## config.mk

```make
export PLATFORM = sky130hd
export DESIGN_NAME = muldiv_control
export DESIGN_NICKNAME = d
export VERILOG_FILES = /design/src/rtl/muldiv_control_pkg.sv /design/src/rtl/muldiv_core.sv /design/src/rtl/muldiv_control.sv
export SDC_FILE = /design/constraint.sdc
export NUM_CORES = 1
export LEC_CHECK = 0
export CORE_UTILIZATION = 61
export DETAILED_ROUTE_END_ITERATION = 6
export PLACE_DENSITY = 0.82
export SYNTH_ARGS = -nofsm -noshare
export SYNTH_HDL_FRONTEND = slang
export SYNTH_SLANG_ARGS = --single-unit
```

## constraint.sdc

```tcl
create_clock -name i_clock -period 4.8 [get_ports i_clock]
set_clock_uncertainty 0.2 [all_clocks]
set_input_delay 0.72 -clock i_clock [delete_from_list [all_inputs] [get_ports i_clock]]
set_output_delay 0.72 -clock i_clock [all_outputs]
set_load 0.01 [all_outputs]
```

## src/rtl/muldiv_control_pkg.sv

```systemverilog
// Shared constants for the multiply/divide sequencer: op codes, FSM states, defaults.
// Divide support is selected with the MULDIV_DIV_EN macro.
package muldiv_control_pkg;

    localparam int MULDIV_NB_COUNT = 6;

    localparam logic [2:0] MULDIV_OP_MULT  = 3'd0;
    localparam logic [2:0] MULDIV_OP_MULTU = 3'd1;
    localparam logic [2:0] MULDIV_OP_DIV   = 3'd2;
    localparam logic [2:0] MULDIV_OP_DIVU  = 3'd3;
    localparam logic [2:0] MULDIV_OP_MTHI  = 3'd4;
    localparam logic [2:0] MULDIV_OP_MTLO  = 3'd5;

    typedef enum logic [1:0] {
        ST_IDLE = 2'd0,
        ST_CALC = 2'd1,
        ST_FIX  = 2'd2
    } muldiv_state_e;

endpackage

```

## src/rtl/muldiv_core.sv

```systemverilog
// One combinational iteration: shift-add multiply step and, with MULDIV_DIV_EN,
// a restoring-divide step on the shared {upper, lower} accumulator.
module muldiv_core
    import muldiv_control_pkg::*;
#(
    parameter int NB_REG = 32
) (
`ifdef MULDIV_DIV_EN
    input  logic                  i_is_div,
    input  logic [NB_REG-1:0]     i_divisor,
`endif
    input  logic [2*NB_REG-1:0]   i_acc,
    input  logic [NB_REG-1:0]     i_mcand,
    output logic [2*NB_REG-1:0]   o_acc
);

    logic [NB_REG:0]     mul_sum;
    logic [2*NB_REG-1:0] mul_next;

    // Multiplier sits in the low half; its LSB gates the add, carry shifts into the top.
    always_comb begin
        mul_sum  = {1'b0, i_acc[2*NB_REG-1:NB_REG]} + (i_acc[0] ? {1'b0, i_mcand} : '0);
        mul_next = {mul_sum, i_acc[NB_REG-1:1]};
    end

`ifdef MULDIV_DIV_EN
    logic [NB_REG:0]     div_upper;
    logic                div_ge;
    logic [NB_REG-1:0]   div_rem;
    logic [2*NB_REG-1:0] div_next;

    // Remainder in the high half, dividend bits shift out of the low half as quotient bits shift in.
    always_comb begin
        div_upper = i_acc[2*NB_REG-1:NB_REG-1];
        div_ge    = div_upper >= {1'b0, i_divisor};
        div_rem   = div_ge ? (div_upper[NB_REG-1:0] - i_divisor) : div_upper[NB_REG-1:0];
        div_next  = {div_rem, i_acc[NB_REG-2:0], div_ge};
    end

    assign o_acc = i_is_div ? div_next : mul_next;
`else
    assign o_acc = mul_next;
`endif

endmodule

```

## src/rtl/muldiv_control.sv

```systemverilog
// Multi-cycle MULT/MULTU/DIV/DIVU sequencer owning HI/LO, with pipeline stall generation.
// Define MULDIV_DIV_EN to build the divide path; otherwise DIV/DIVU are no-ops.
module muldiv_control
    import muldiv_control_pkg::*;
#(
    parameter int NB_REG   = 32,
    parameter int NB_OP    = 3,
    parameter int NB_COUNT = MULDIV_NB_COUNT
) (
    input  logic              i_clock,
    input  logic              i_reset,
    input  logic              i_valid,
    input  logic              i_start,
    input  logic [NB_OP-1:0]  i_op,
    input  logic [NB_REG-1:0] i_a,
    input  logic [NB_REG-1:0] i_b,
    input  logic              i_read_hilo,
    output logic [NB_REG-1:0] o_hi,
    output logic [NB_REG-1:0] o_lo,
    output logic              o_busy,
    output logic              o_stall,
    output logic              o_done
);

    muldiv_state_e       state_q, state_d;
    logic [NB_COUNT-1:0] count_q, count_d;
    logic [2*NB_REG-1:0] acc_q, acc_d, acc_step;
    logic [NB_REG-1:0]   mcand_q, mcand_d;
    logic                neg_lo_q, neg_lo_d;
    logic [NB_REG-1:0]   hi_q, hi_d, lo_q, lo_d;
`ifdef MULDIV_DIV_EN
    logic [NB_REG-1:0]   divisor_q, divisor_d;
    logic                is_div_q, is_div_d;
    logic                neg_hi_q, neg_hi_d;
    logic                op_div, op_divu;
`endif

    logic                op_mult, op_multu, op_mthi, op_mtlo;
    logic                op_long, op_signed;
    logic                a_neg, b_neg;
    logic [NB_REG-1:0]   a_mag, b_mag;
    logic                busy, stall, accept;
    logic [2*NB_REG-1:0] fixed_prod;

    muldiv_core #(.NB_REG(NB_REG)) u_core (
`ifdef MULDIV_DIV_EN
        .i_is_div  (is_div_q),
        .i_divisor (divisor_q),
`endif
        .i_acc     (acc_q),
        .i_mcand   (mcand_q),
        .o_acc     (acc_step)
    );

    always_comb begin
        op_mult   = i_op == NB_OP'(MULDIV_OP_MULT);
        op_multu  = i_op == NB_OP'(MULDIV_OP_MULTU);
        op_mthi   = i_op == NB_OP'(MULDIV_OP_MTHI);
        op_mtlo   = i_op == NB_OP'(MULDIV_OP_MTLO);
`ifdef MULDIV_DIV_EN
        op_div    = i_op == NB_OP'(MULDIV_OP_DIV);
        op_divu   = i_op == NB_OP'(MULDIV_OP_DIVU);
        op_long   = op_mult | op_multu | op_div | op_divu;
        op_signed = op_mult | op_div;
`else
        op_long   = op_mult | op_multu;
        op_signed = op_mult;
`endif
        a_neg     = op_signed & i_a[NB_REG-1];
        b_neg     = op_signed & i_b[NB_REG-1];
        a_mag     = a_neg ? ('0 - i_a) : i_a;
        b_mag     = b_neg ? ('0 - i_b) : i_b;

        busy       = state_q != ST_IDLE;
        stall      = busy & i_valid & (i_read_hilo | i_start);
        accept     = (state_q == ST_IDLE) & i_valid & i_start & ~stall;
        fixed_prod = neg_lo_q ? ('0 - acc_q) : acc_q;
    end

    always_comb begin
        state_d   = state_q;
        count_d   = count_q;
        acc_d     = acc_q;
        mcand_d   = mcand_q;
        neg_lo_d  = neg_lo_q;
        hi_d      = hi_q;
        lo_d      = lo_q;
`ifdef MULDIV_DIV_EN
        divisor_d = divisor_q;
        is_div_d  = is_div_q;
        neg_hi_d  = neg_hi_q;
`endif

        case (state_q)
            ST_IDLE: begin
                if (accept) begin
                    if (op_long) begin
                        state_d  = ST_CALC;
                        count_d  = NB_COUNT'(NB_REG - 1);
                        mcand_d  = a_mag;
                        acc_d    = {{NB_REG{1'b0}}, b_mag};
                        neg_lo_d = a_neg ^ b_neg;
`ifdef MULDIV_DIV_EN
                        is_div_d  = op_div | op_divu;
                        divisor_d = b_mag;
                        neg_hi_d  = a_neg;
                        if (op_div | op_divu) begin
                            acc_d    = {{NB_REG{1'b0}}, a_mag};
                            // A zero divisor leaves an all-ones quotient and the dividend as remainder.
                            neg_lo_d = (a_neg ^ b_neg) & (i_b != '0);
                        end
`endif
                    end
                    if (op_mthi) hi_d = i_a;
                    if (op_mtlo) lo_d = i_a;
                end
            end
            ST_CALC: begin
                acc_d = acc_step;
                if (count_q == '0) state_d = ST_FIX;
                else               count_d = count_q - NB_COUNT'(1);
            end
            ST_FIX: begin
                state_d = ST_IDLE;
`ifdef MULDIV_DIV_EN
                if (is_div_q) begin
                    lo_d = neg_lo_q ? ('0 - acc_q[NB_REG-1:0]) : acc_q[NB_REG-1:0];
                    hi_d = neg_hi_q ? ('0 - acc_q[2*NB_REG-1:NB_REG]) : acc_q[2*NB_REG-1:NB_REG];
                end else begin
                    {hi_d, lo_d} = fixed_prod;
                end
`else
                {hi_d, lo_d} = fixed_prod;
`endif
            end
            default: state_d = ST_IDLE;
        endcase
    end

    always_ff @(posedge i_clock) begin
        if (i_reset) begin
            state_q <= ST_IDLE;
            count_q <= '0;
            hi_q    <= '0;
            lo_q    <= '0;
        end else begin
            state_q <= state_d;
            count_q <= count_d;
            hi_q    <= hi_d;
            lo_q    <= lo_d;
        end
    end

    // NOTE: operand/accumulator registers carry no reset; they are always loaded on accept before use.
    always_ff @(posedge i_clock) begin
        acc_q     <= acc_d;
        mcand_q   <= mcand_d;
        neg_lo_q  <= neg_lo_d;
`ifdef MULDIV_DIV_EN
        divisor_q <= divisor_d;
        is_div_q  <= is_div_d;
        neg_hi_q  <= neg_hi_d;
`endif
    end

    assign o_hi    = hi_q;
    assign o_lo    = lo_q;
    assign o_busy  = busy;
    assign o_stall = stall;
    assign o_done  = state_q == ST_FIX;

endmodule
```

==> impl_metrics.py <==
metrics = {
    "min_path": {
        "hp-class": "reg2reg",
        "hold-path-endpoint": "count_q[0]$_SDFFE_PP0P_",
        "hp-start": "count_q[0]$_SDFFE_PP0P_",
        "min_path_cells": 1,
    },
    "global_routing": {
        "grt_pass1_wl_mm": 54.0,
        "grt_util_all_layers_pct": 36.4,
        "globalRouteOverflowTotal": 0,
        "grt_pass1_vias": 9906,
        "antenna_found_initial": 1,
        "grt_max_degree": 48,
    },
    "timing": {
        "slew_viol_final": 0,
        "finalHoldViolCount": 0,
        "fin_tns_setup_ps": 0,
        "tightestPinTransition_ps": 1310,
        "max_freq_ghz": 0.261,
        "finalCritPeriodShare_pct": 79.8,
        "min_period_ps": 3830,
        "rsz0062_at_grt": "no",
        "slew_headroom_pct": 12.7,
        "layout_setup_ws_ps": 969,
        "setup_viol": 0,
    },
    "routing": {
        "wl_mm": 34.6,
        "vias": 10594,
        "wire_per_inst_microns": 21.6,
        "first_pass_iters": 7,
        "avgViaCountPerCell": 6.62,
        "detail_route.iter0.violations": 1065,
        "drc": 6,
        "ant_nets": 0,
    },
    "cts": {
        "ctsLongestPathBuffers": 2,
        "post_cts_buffers": 0,
        "worstSkewPairLatency_ps": 440,
        "cts_hold_buffers": 0,
        "cts_buffers": 17,
        "clockRootBuffer": "clkbuf_16",
        "post_cts_resized": 0,
        "cts_sinks": 169,
        "clkSlewWorstSetupHoldPaths_ps": 70,
        "cts_max_level": 4,
        "cts_tree": "built",
    },
    "cells_and_area": {
        "post-route-util_pct": 74.5,
        "drive_above_1_share_pct": 5.54,
        "nets": 1469,
        "final_common_cell": "clkdlybuf4s50_1",
        "most-common-layout-cells": "clkdlybuf4s50_1, edfxtp_1, nand2_1, nor2_1, a21oi_1",
        "diodes": 0,
        "nFillCells": 1341,
        "fin_area_sq_um": 13500,
        "syn_to_final_growth_pct": 18.7,
    },
    "critical_path": {
        "startpoint_type": "flop",
        "worst_path_max_delay_cell": "edfxtp_1",
        "critPathCaptureType": "flop",
        "crit_type": "reg2reg",
        "reg2reg_depth": 8,
        "cp_cell_sequence": "inv_1 > ha_1 > or4b_1 > or3_4 > or4_1 > o41ai_2 > xor2_1 > a211oi_1",
        "cp.required_ps": 4950,
        "path_max_fanout": 36,
        "r2r_slack_ps": 970,
        "max_stage_delay_ps": 780,
        "r2r-start": "acc_q[0]$_DFFE_PP_",
        "cp.arrival_ps": 3980,
        "reg2reg_to": "o_hi[28]$_SDFFE_PP0P_",
    },
    "placed_design": {
        "gp_congestion": 0.957,
        "portBuffers": 138,
        "placed_area_sq_um": 12900,
        "dpl.hpwl_mm": 25.8,
        "dp_slack_ps": 923,
    },
    "power_and_ir_drop": {
        "report.power.total_mw": 3.45,
        "power_density_nw_per_um2": 256,
        "leakagePower_nw": 4.70,
        "vdd_ir_drop_max_uv": 244,
    },
    "synth": {
        "syn_area_sq_um": 11400,
        "ys_seq_area_share_pct": 38.3,
        "ys_warn_count": 0,
        "yosysTopAreaCell": "edfxtp_1",
        "ys_ff_latch": 169,
        "syn_inst": 1253,
        "yosysUniqueCellTypes": 71,
        "yosysTopAreaCellShare_pct": 25.6,
        "synth_edf_count": 97,
        "syn_area_per_cell_sq_um": 9.07,
        "async_flop_share_pct": 0,
        "synth_area_leaders": "edfxtp_1, dfxtp_1, xor2_1",
        "synth_flop_cell": "edfxtp_1",
        "synth_nets": 1363,
    },
    "floorplanning": {
        "design.portCount": 139,
        "die_h_microns": 138,
        "initial_core_util_pct": 62.8,
        "core_area_sq_um": 18100,
        "die_area_sq_um": 19200,
        "rows": 49,
        "die_x_microns": 138,
    },
    "outcome": {
        "violations": "DRC",
        "status": "finished with violations",
    },
    "flow_run": {
        "drv_cap": 0,
    },
}
==> worst max-delay path, delay by kind of cell (launching register included) <==
kind | cells | cell delay (ps)
compound gates | 2 | 660
xor+xnor | 1 | 120
fa+ha+maj | 1 | 210
buf+inv | 1 | 160
flops | 1 | 780
simple gates | 3 | 1600
==> flip-flops by register name, summed over array words and instances, names as in the netlist <==
signal and flops:
state_q 2, o_lo 32, count_q 6, neg_lo_q 1, o_hi 32, mcand_q 32
acc_q 64
==> cell usage after synthesis (all sizes together) (9+ instances only) <==
| library cell | count |
|---|---|
| nor2 | 88 |
| buf | 12 |
| nor4 | 14 |
| nor3 | 31 |
| a211oi | 31 |
| inv | 26 |
| mux2i | 49 |
| edfxtp | 97 |
| a21o | 16 |
| clkbuf | 55 |
| nand3 | 21 |
| o31ai | 27 |
| nand2 | 94 |
| a31oi | 15 |
| o22ai | 32 |
| o21ai | 80 |
| a21oi | 78 |
| nand4 | 20 |
| or3 | 21 |
| and2 | 52 |
| or4 | 17 |
| o211ai | 9 |
| nor3b | 11 |
| xor2 | 73 |
| dfxtp | 72 |
| nand2b | 15 |
| xnor2 | 58 |
| o41ai | 18 |
| ha | 37 |
==> layout make-up <==
| cell class | instances | area, sq um | share of cell area (%) |
|---|---|---|---|
| multi-input combinational | 991 | 6670 | 49.5 |
| clock buffer | 17 | 425 | 3.16 |
| clock inverter | 15 | 148 | 1.10 |
| timing repair buffer | 154 | 1500 | 11.1 |
| inverter | 26 | 97.6 | 0.724 |
| tap | 229 | 287 | 2.13 |
| sequential | 169 | 4350 | 32.3 |
==> how the worst max path moves through the flow <==
stage | to | depth (start not counted) | from
6_report | o_hi[28]$_SDFFE_PP0P_ | 8 | acc_q[0]$_DFFE_PP_
5_1_grt | acc_q[47]$_SDFFCE_PN0P_ | 9 | acc_q[0]$_DFFE_PP_
4_1_cts | o_hi[28]$_SDFFE_PP0P_ | 8 | acc_q[0]$_DFFE_PP_
3_5_place_dp | mcand_q[25]$_DFFE_PP_ | 7 | i_a[10]
3_3_place_gp | acc_q[29]$_DFFE_PP_ | 7 | i_b[9]
2_1_floorplan | o_hi[28]$_SDFFE_PP0P_ | 11 | acc_q[0]$_DFFE_PP_
==> cells by family after synthesis <==
kind of cell | count (synthesis) | share of synthesized area, %
xor+xnor | 131 | 10.1
mux | 50 | 4.42
fa+ha+maj | 38 | 4.25
buf+inv | 93 | 3.09
simple gates | 416 | 19.3
compound gates | 356 | 20.5
flops | 169 | 38.3
==> where the power goes <==
| part | leakage [nW] | total (mW) | switching (mW) | internal [mW] |
|---|---|---|---|---|
| clock network | 0.287 | 1.37 | 0.671 | 0.695 |
| logic | 2.93 | 0.460 | 0.254 | 0.205 |
| registers | 1.47 | 1.63 | 0.0483 | 1.58 |
==> through the flow <==
stage          std cells  hold WS (ps)
2_1_floorplan       1253           261
3_3_place_gp        1569           286
3_5_place_dp        1569           285
4_1_cts             1601           302
5_1_grt             1601           337
6_report            1601           304
==> per-layer routing <==
metal / vias up / wire [microns] / GRT usage, %
met2: 597 / 16100 / 58.0
met3: 115 / 3270 / 6.89
met5: - / 0 / 0
met1: 4974 / 13900 / 48.3
li1: 4908 / - / -
met4: 0 / 1340 / 15.9
No activity file was read; power rests on OpenSTA's default activity.
